File: config.mk
export PLATFORM = sky130hd
export DESIGN_NAME = coke_ctl
export DESIGN_NICKNAME = d
export VERILOG_FILES = /design/src/rtl/coke_pkg.sv /design/src/rtl/coke_chgsel.sv /design/src/rtl/coke_ctl.sv
export SDC_FILE = /design/constraint.sdc
export NUM_CORES = 1
export LEC_CHECK = 0
export CAP_MARGIN = 40
export CORE_MARGIN = 2
export CORE_UTILIZATION = 38
export CTS_BUF_LIST = sky130_fd_sc_hd__clkbuf_8
export CTS_CLUSTER_SIZE = 40
export DETAILED_ROUTE_END_ITERATION = 12
export DONT_BUFFER_PORTS = 1
export SYNTH_ARGS = -nofsm -noshare
export SYNTH_HDL_FRONTEND = slang
export SYNTH_SLANG_ARGS = --single-unit
File: constraint.sdc
create_clock -name CLK -period 5.15 [get_ports CLK]
set_clock_uncertainty 0.1 [all_clocks]
set_input_delay 1.545 -clock CLK [delete_from_list [all_inputs] [get_ports CLK]]
set_output_delay 1.545 -clock CLK [all_outputs]
set_load 0.01 [all_outputs]
File: src/rtl/coke_pkg.sv
`default_nettype none
// +----------------------------------------------------------------------+
// | coke_pkg : shared state encoding, coin values and helpers for coke_ctl |
// | Rev 1.0                                                              |
// +----------------------------------------------------------------------+
package coke_pkg;

  typedef enum logic [3:0] {
    IDLE       = 4'd0,
    COIN_ACK   = 4'd1,
    COIN_REL   = 4'd2,
    BILL_MOVE  = 4'd3,
    BILL_REL   = 4'd4,
    DISP_REQ   = 4'd5,
    DISP_REL   = 4'd6,
    COMMIT     = 4'd7,
    COMMIT_REL = 4'd8,
    CHG_REQ    = 4'd9,
    CHG_REL    = 4'd10,
    RET_REQ    = 4'd11,
    RET_REL    = 4'd12
  } state_t;

  localparam logic [7:0] C_VAL_Q = 8'd5;
  localparam logic [7:0] C_VAL_D = 8'd2;
  localparam logic [7:0] C_VAL_N = 8'd1;

  localparam int C_BILL_VAL_DFLT = 20;

  // one-hot change choice, ordered {Q, D, N}
  localparam logic [2:0] C_SEL_NONE = 3'b000;
  localparam logic [2:0] C_SEL_Q    = 3'b100;
  localparam logic [2:0] C_SEL_D    = 3'b010;
  localparam logic [2:0] C_SEL_N    = 3'b001;

  function automatic logic [7:0] sat_add(input logic [7:0] a, input logic [7:0] b);
    logic [8:0] s;
    s = {1'b0, a} + {1'b0, b};
    return s[8] ? 8'hFF : s[7:0];
  endfunction

endpackage
`default_nettype wire

File: src/rtl/coke_chgsel.sv
`default_nettype none
// +----------------------------------------------------------------------+
// | coke_chgsel : greedy change-coin picker (combinational)              |
// | Rev 1.0                                                              |
// +----------------------------------------------------------------------+
module coke_chgsel
  import coke_pkg::*;
(
  input  logic [7:0] i_credit,
  input  logic [2:0] i_numq,
  input  logic [2:0] i_numd,
  input  logic [2:0] i_numn,
  output logic [2:0] o_sel,
  output logic       o_none
);

  always_comb begin
    o_sel = C_SEL_NONE;
    if (i_credit != 8'd0) begin
      if (i_credit >= C_VAL_Q && i_numq != 3'd0)
        o_sel = C_SEL_Q;
      else if (i_credit >= C_VAL_D && i_numd != 3'd0)
        o_sel = C_SEL_D;
      else if (i_numn != 3'd0)
        o_sel = C_SEL_N;
    end
  end

  assign o_none = (i_credit != 8'd0) && (o_sel == C_SEL_NONE);

endmodule
`default_nettype wire

File: src/rtl/coke_ctl.sv
`default_nettype none
// +----------------------------------------------------------------------+
// | coke_ctl : vending controller - coins, bills, vend, change, return   |
// | Rev 1.0                                                              |
// +----------------------------------------------------------------------+
module coke_ctl
  import coke_pkg::*;
#(
  parameter int BILL_VAL = C_BILL_VAL_DFLT
) (
  input  logic       CLK,
  input  logic       RESET,
  input  logic [7:0] COST,
  input  logic [5:0] EMPTY,
  input  logic [5:0] PRESS,
  input  logic       INSQ,
  input  logic       INSD,
  input  logic       INSN,
  input  logic [2:0] NUMQ,
  input  logic [2:0] NUMD,
  input  logic [2:0] NUMN,
  input  logic       BILLSNS,
  input  logic       BILLOK,
  input  logic       BILLNG,
  input  logic       CNRET,
  input  logic       BILLACK,
  input  logic       DISPACK,
  input  logic       CHGACK,
  output logic [5:0] DISP,
  output logic [5:0] ELIGHT,
  output logic       CHGQ,
  output logic       CHGD,
  output logic       CHGN,
  output logic       CHGCOM,
  output logic       RETINS,
  output logic       INSACK,
  output logic       BILLIN,
  output logic       BILLOUT,
  output logic       BILLLT,
  output logic       NOCHG
);

  localparam logic [7:0] C_BILL8 = 8'(BILL_VAL);

  state_t     r_state;
  logic [7:0] r_credit, r_bill_cr, r_cost;
  logic       r_ret_pend;
  logic [2:0] r_chg_sel;
  logic [5:0] r_disp, r_elight;
  logic       r_chgq, r_chgd, r_chgn, r_chgcom, r_retins, r_insack;
  logic       r_billin, r_billout, r_billlt, r_nochg;

  logic [2:0] w_chg_sel;
  logic       w_chg_none, w_nochg, w_coin_in, w_bill_room, w_vend_ok;
  logic [5:0] w_press_oh;
  logic [7:0] w_coin_val, w_chg_val;

  coke_chgsel u_chgsel (
    .i_credit (r_credit),
    .i_numq   (NUMQ),
    .i_numd   (NUMD),
    .i_numn   (NUMN),
    .o_sel    (w_chg_sel),
    .o_none   (w_chg_none)
  );

  assign w_nochg     = (NUMN == 3'd0) || (NUMD == 3'd0 && NUMN < 3'd2);
  assign w_coin_in   = INSQ | INSD | INSN;
  assign w_bill_room = ({1'b0, r_credit} + {1'b0, C_BILL8}) <= 9'd255;
  // only the lowest pressed button is considered; a refused press is dropped
  assign w_vend_ok   = ((w_press_oh & ~EMPTY) != 6'd0) && (r_credit >= COST);

  always_comb begin
    w_press_oh = 6'd0;
    for (int i = 5; i >= 0; i--) begin
      if (PRESS[i]) begin
        w_press_oh    = 6'd0;
        w_press_oh[i] = 1'b1;
      end
    end
  end

  always_comb begin
    w_coin_val = C_VAL_N;
    if (INSQ)      w_coin_val = C_VAL_Q;
    else if (INSD) w_coin_val = C_VAL_D;
  end

  always_comb begin
    case (r_chg_sel)
      C_SEL_Q: w_chg_val = C_VAL_Q;
      C_SEL_D: w_chg_val = C_VAL_D;
      C_SEL_N: w_chg_val = C_VAL_N;
      default: w_chg_val = 8'd0;
    endcase
  end

  always_ff @(posedge CLK or posedge RESET) begin
    if (RESET) begin
      r_state    <= IDLE;
      r_credit   <= 8'd0;
      r_bill_cr  <= 8'd0;
      r_cost     <= 8'd0;
      r_ret_pend <= 1'b0;
      r_chg_sel  <= C_SEL_NONE;
      r_disp     <= 6'd0;
      r_elight   <= 6'd0;
      r_chgq     <= 1'b0;
      r_chgd     <= 1'b0;
      r_chgn     <= 1'b0;
      r_chgcom   <= 1'b0;
      r_retins   <= 1'b0;
      r_insack   <= 1'b0;
      r_billin   <= 1'b0;
      r_billout  <= 1'b0;
      r_billlt   <= 1'b0;
      r_nochg    <= 1'b0;
    end else begin
      r_elight <= EMPTY;
      r_nochg  <= w_nochg;
      r_billlt <= (r_state == IDLE) && !w_nochg;
      case (r_state)
        IDLE: begin
          if (CNRET) begin
            // bill money cannot go back through RETINS, so pay it out as change first
            if (r_bill_cr != 8'd0) begin
              r_credit   <= r_bill_cr;
              r_ret_pend <= 1'b1;
              r_state    <= CHG_REQ;
            end else begin
              r_retins <= 1'b1;
              r_state  <= RET_REQ;
            end
          end else if (w_coin_in) begin
            r_credit <= sat_add(r_credit, w_coin_val);
            r_state  <= COIN_ACK;
          end else if (BILLSNS && (BILLNG || (BILLOK && !w_bill_room))) begin
            r_billout <= 1'b1;
            r_state   <= BILL_MOVE;
          end else if (BILLSNS && BILLOK) begin
            r_billin <= 1'b1;
            r_state  <= BILL_MOVE;
          end else if (w_vend_ok) begin
            r_disp  <= w_press_oh;
            r_cost  <= COST;
            r_state <= DISP_REQ;
          end
        end
        COIN_ACK: begin
          r_insack <= 1'b1;
          r_state  <= COIN_REL;
        end
        COIN_REL: begin
          if (!w_coin_in) begin
            r_insack <= 1'b0;
            r_state  <= IDLE;
          end
        end
        BILL_MOVE: begin
          if (BILLACK) begin
            if (r_billin) begin
              r_credit  <= sat_add(r_credit, C_BILL8);
              r_bill_cr <= sat_add(r_bill_cr, C_BILL8);
            end
            r_billin  <= 1'b0;
            r_billout <= 1'b0;
            r_state   <= BILL_REL;
          end
        end
        BILL_REL: if (!BILLACK) r_state <= IDLE;
        DISP_REQ: begin
          if (DISPACK) begin
            r_disp  <= 6'd0;
            r_state <= DISP_REL;
          end
        end
        DISP_REL: begin
          if (!DISPACK) begin
            r_credit <= r_credit - r_cost;
            r_chgcom <= 1'b1;
            r_state  <= COMMIT;
          end
        end
        COMMIT: begin
          if (CHGACK) begin
            r_chgcom <= 1'b0;
            r_state  <= COMMIT_REL;
          end
        end
        COMMIT_REL: begin
          if (!CHGACK) begin
            r_bill_cr <= 8'd0;
            r_state   <= CHG_REQ;
          end
        end
        CHG_REQ: begin
          // first cycle picks a coin; the remaining cycles wait for its ack
          if (r_chg_sel == C_SEL_NONE) begin
            if (r_credit == 8'd0 || w_chg_none) begin
              r_credit <= 8'd0;
              if (r_ret_pend) begin
                r_retins <= 1'b1;
                r_state  <= RET_REQ;
              end else begin
                r_state <= IDLE;
              end
            end else begin
              r_chg_sel                <= w_chg_sel;
              {r_chgq, r_chgd, r_chgn} <= w_chg_sel;
            end
          end else if (CHGACK) begin
            {r_chgq, r_chgd, r_chgn} <= 3'b000;
            r_state                  <= CHG_REL;
          end
        end
        CHG_REL: begin
          if (!CHGACK) begin
            r_credit  <= r_credit - w_chg_val;
            r_chg_sel <= C_SEL_NONE;
            r_state   <= CHG_REQ;
          end
        end
        RET_REQ: begin
          if (CHGACK) begin
            r_retins <= 1'b0;
            r_state  <= RET_REL;
          end
        end
        RET_REL: begin
          if (!CHGACK) begin
            r_credit   <= 8'd0;
            r_bill_cr  <= 8'd0;
            r_ret_pend <= 1'b0;
            r_state    <= IDLE;
          end
        end
        default: r_state <= IDLE;
      endcase
    end
  end

  assign DISP    = r_disp;
  assign ELIGHT  = r_elight;
  assign CHGQ    = r_chgq;
  assign CHGD    = r_chgd;
  assign CHGN    = r_chgn;
  assign CHGCOM  = r_chgcom;
  assign RETINS  = r_retins;
  assign INSACK  = r_insack;
  assign BILLIN  = r_billin;
  assign BILLOUT = r_billout;
  assign BILLLT  = r_billlt;
  assign NOCHG   = r_nochg;

endmodule
`default_nettype wire

==> impl_results.md <==
* Worst VDD drop at between 0.15 and 0.2 mV
* Worst r2r src: r_state[2]
* Avg Cell Area, Syn at about 8.5 um2
* Slew headroom at 0.4012
* Slew Limit Fails at 0
* Required @ worst endpoint at around 5.3 ns
* Reg power frac at 0.304
* DR iter-0 viols at between 200 and 300
* CTS tree: done
* Hold Buf Count CTS at 0
* Final Hold Slack at between 0.4 and 0.5 ns
* Internal power at about 1.3 mW
* Comb power frac at 0.592
* Worst Tran Pin Value at 0.8913 ns
* Layout cells sized above 1 at 0.06067
* Unrepaired setup endpoints after global routing: no
* Gr ovfl total at 0
* DP HPWL at 8286 um
* Switching Fraction at 0.5016
* Worst setup SP type: primary input
* Crit-path cells: inv_1 -> ha_1 -> and2_1 -> o2111ai_1 -> o21ai_0 -> o2111ai_1 -> a2111oi_4 -> mux2_2
* Wirelength per Cell at between 15 and 20 um
* Detail Route Antenna Nets at 0
* Setup_tns at 0 ns
* Setup WS pre-CTS at 1.037 ns
* Num CTS Buffers at 5
* PD cells at 598.4 nW/um2
* Starting Density at 0.3948
* Total power at roughly 2.6 mW
* Most used DFF post-synth: dfrtp_1
* Clock power share at 0.103
* Htree depth at 2
* Sequential area share after synthesis at 0.3225
* Hold violation count in the final report at 0
* R2R setup slack at approximately 1.4 ns
* Pre-Repair DR Iteration Count at 5
* Post-route cell area at between 4000 and 5000 um2
* Min Tclk post-route at approximately 3.8 ns
* Pin count of the biggest net entering global routing at 34
* Overall routing resource usage at 0.1924
* Clk_lat worst skew at between 0.3 and 0.4 ns
* Core Region at between 10000 and 15000 um2
* Row count at 37
* # DRC at 0
* DR vias/cell at 6.026
* Port buffer count at 0
* Ys async rst share at 1.000
* Status: completed
* Critical Path End Type: register
* Pleak at between 1.5 and 2 nW
* Placed cell area at 4233 um2
* Clock root cell: clkbuf_8
* Critical Path End: DISP[4]
* Die X at approximately 110 um
* Critical-path maximum fanout at 6
* Area of the mapped netlist at a little over 4000 um2
* Worst-path clk slew at ~0.11 ns
* Synth cell types at a little under 70
* Most used cell, CP: o2111ai_1
* Initial antenna violation count at 0
* Post-route setup slack at roughly 1.4 ns
* Flops & latches, synth at 53
* WS Path Type: in2reg
* Min-delay worst type: reg2reg
* Slowest CP cell: a2111oi_4
* Mapped Nets at about 550
* Fmax at ~260 MHz
* Sinks on Clock Net at 53
* Crit path DAT at roughly 3.9 ns
* Post-CTS resize count at 0
* Reg2Reg Capture Point: r_credit[6]
* Vias in the first global route at around 3500
* CP max stage delay at roughly 0.69 ns
* IO Pins at 63
* Nets at between 500 and 600
* DRT Wirelength at about 11000 um
* Die Y at ~110 um
* Final setup violating endpoints at 0
* EDFF count, synth at 0
* Placer Congestion at 0.8856
* Sw Pwr at 1.299 mW
* R2R depth at 11
* Period utilization at 0.7376
* Max-cap viol count at 0
* Post-CTS setup repair buffer count at 0
* Setup crit start: COST[7]
* Yosys warning total at 0
* Cell count after synthesis at just under 500
* Via count at 3700
* First-pass GRT wire length at 17970 um
* Inserted Diodes at 0
* Die area at 11670 um2
* Area growth syn-to-layout at 5.202%
* Clk buf depth at 2
## kinds of logic after synthesis
kind of cell,count (synthesis),share of synthesized area
buffers and inverters,58,0.05689
and+or+nand+nor,164,0.2072
AOI/OAI and AO/OA,160,0.2698
DFF,53,0.3225
adders and majority gates,27,0.08579
muxes,12,0.03225
xor gates and xnor gates,12,0.02556
## how the worst min path moves through the flow
stage,end,depth (start not counted),startpoint
global route,r_cost[3],2,r_cost[3]
global placement,r_cost[3],2,r_cost[3]
CTS,r_cost[3],2,r_cost[3]
finish,r_cost[3],2,r_cost[3]
floorplan,r_cost[1],2,r_cost[1]
detailed placement,r_cost[3],2,r_cost[3]
## cell usage after synthesis (all sizes together) (7+ instances only)
cell type	count	area (um2)
a21oi	31	155.2
a31oi	15	108.9
and3	8	50.05
buf	10	53.80
clkbuf	13	48.80
dfrtp	53	1326
ha	25	312.8
inv	35	131.4
mux2	10	112.6
nand2	50	187.7
nand2b	7	43.79
nand3	11	55.05
nor2	26	97.59
nor2b	11	68.82
nor3	19	100.1
o21ai	36	180.2
o31ai	10	75.07
xnor2	8	70.07
## per-layer routing
| metal | global-route usage | wire, um | vias up |
|---|---|---|---|
| met3 | 0.05124 | 820 | 13 |
| met2 | 0.2880 | 4806 | 126 |
| met1 | 0.2769 | 5156 | 1777 |
| met4 | 0.04487 | 131 | 0 |
| met5 | 0 | 0 | - |
| li1 | - | - | 1784 |
## final cells by class
type                       instances  area (um2)
sequential                        53        1326
multi-input combinational        375        2552
timing repair buffer               7       52.55
clock buffer                       5       68.82
inverter                          35       131.4
clock inverter                     3       25.02
fill                            1036        6090
tap                              136       170.2
## through the flow
stage | utilization | instances
4_1_cts | 0.4154 | 614
5_1_grt | 0.4154 | 614
3_3_place_gp | 0.4049 | 604
6_report | 0.4154 | 614
2_1_floorplan | - | 486
3_5_place_dp | 0.4064 | 606
## power groups by stage
stage	Combinational, mW	Clock, mW	Sequential (mW)
after detailed placement	1.51	0	0.796
after global routing	1.73	0.288	0.816
after CTS	1.52	0.272	0.787
after global placement	1.48	0	0.791
final	1.53	0.268	0.788
after floorplan	1.28	0	0.689
## critical path: cells and delay by family
kind / cells / cell delay [ns]
adders and majority gates: 1 / 0.29
muxes: 1 / 0.40
AOI/OAI and AO/OA: 4 / 1.49
buffers and inverters: 1 / 0.03
and+or+nand+nor: 1 / 0.15
## placed cells by master (no fill, tap or decap), types with 14 or more instances in the layout
cell type	instances
dfrtp_1	53
nand2_1	50
inv_1	34
o21ai_0	34
a21oi_1	31
nor2_1	26
ha_1	25
nor3_1	18
a31oi_1	14
## sequential cells by signal, summed over array words and instances, names as in the netlist, 3 cells and up
signal,count
ELIGHT,6
r_state,4
r_credit,8
r_bill_cr,7
DISP,6
r_chg_sel,3
r_cost,8
No activity file was read; power rests on OpenSTA's default activity.
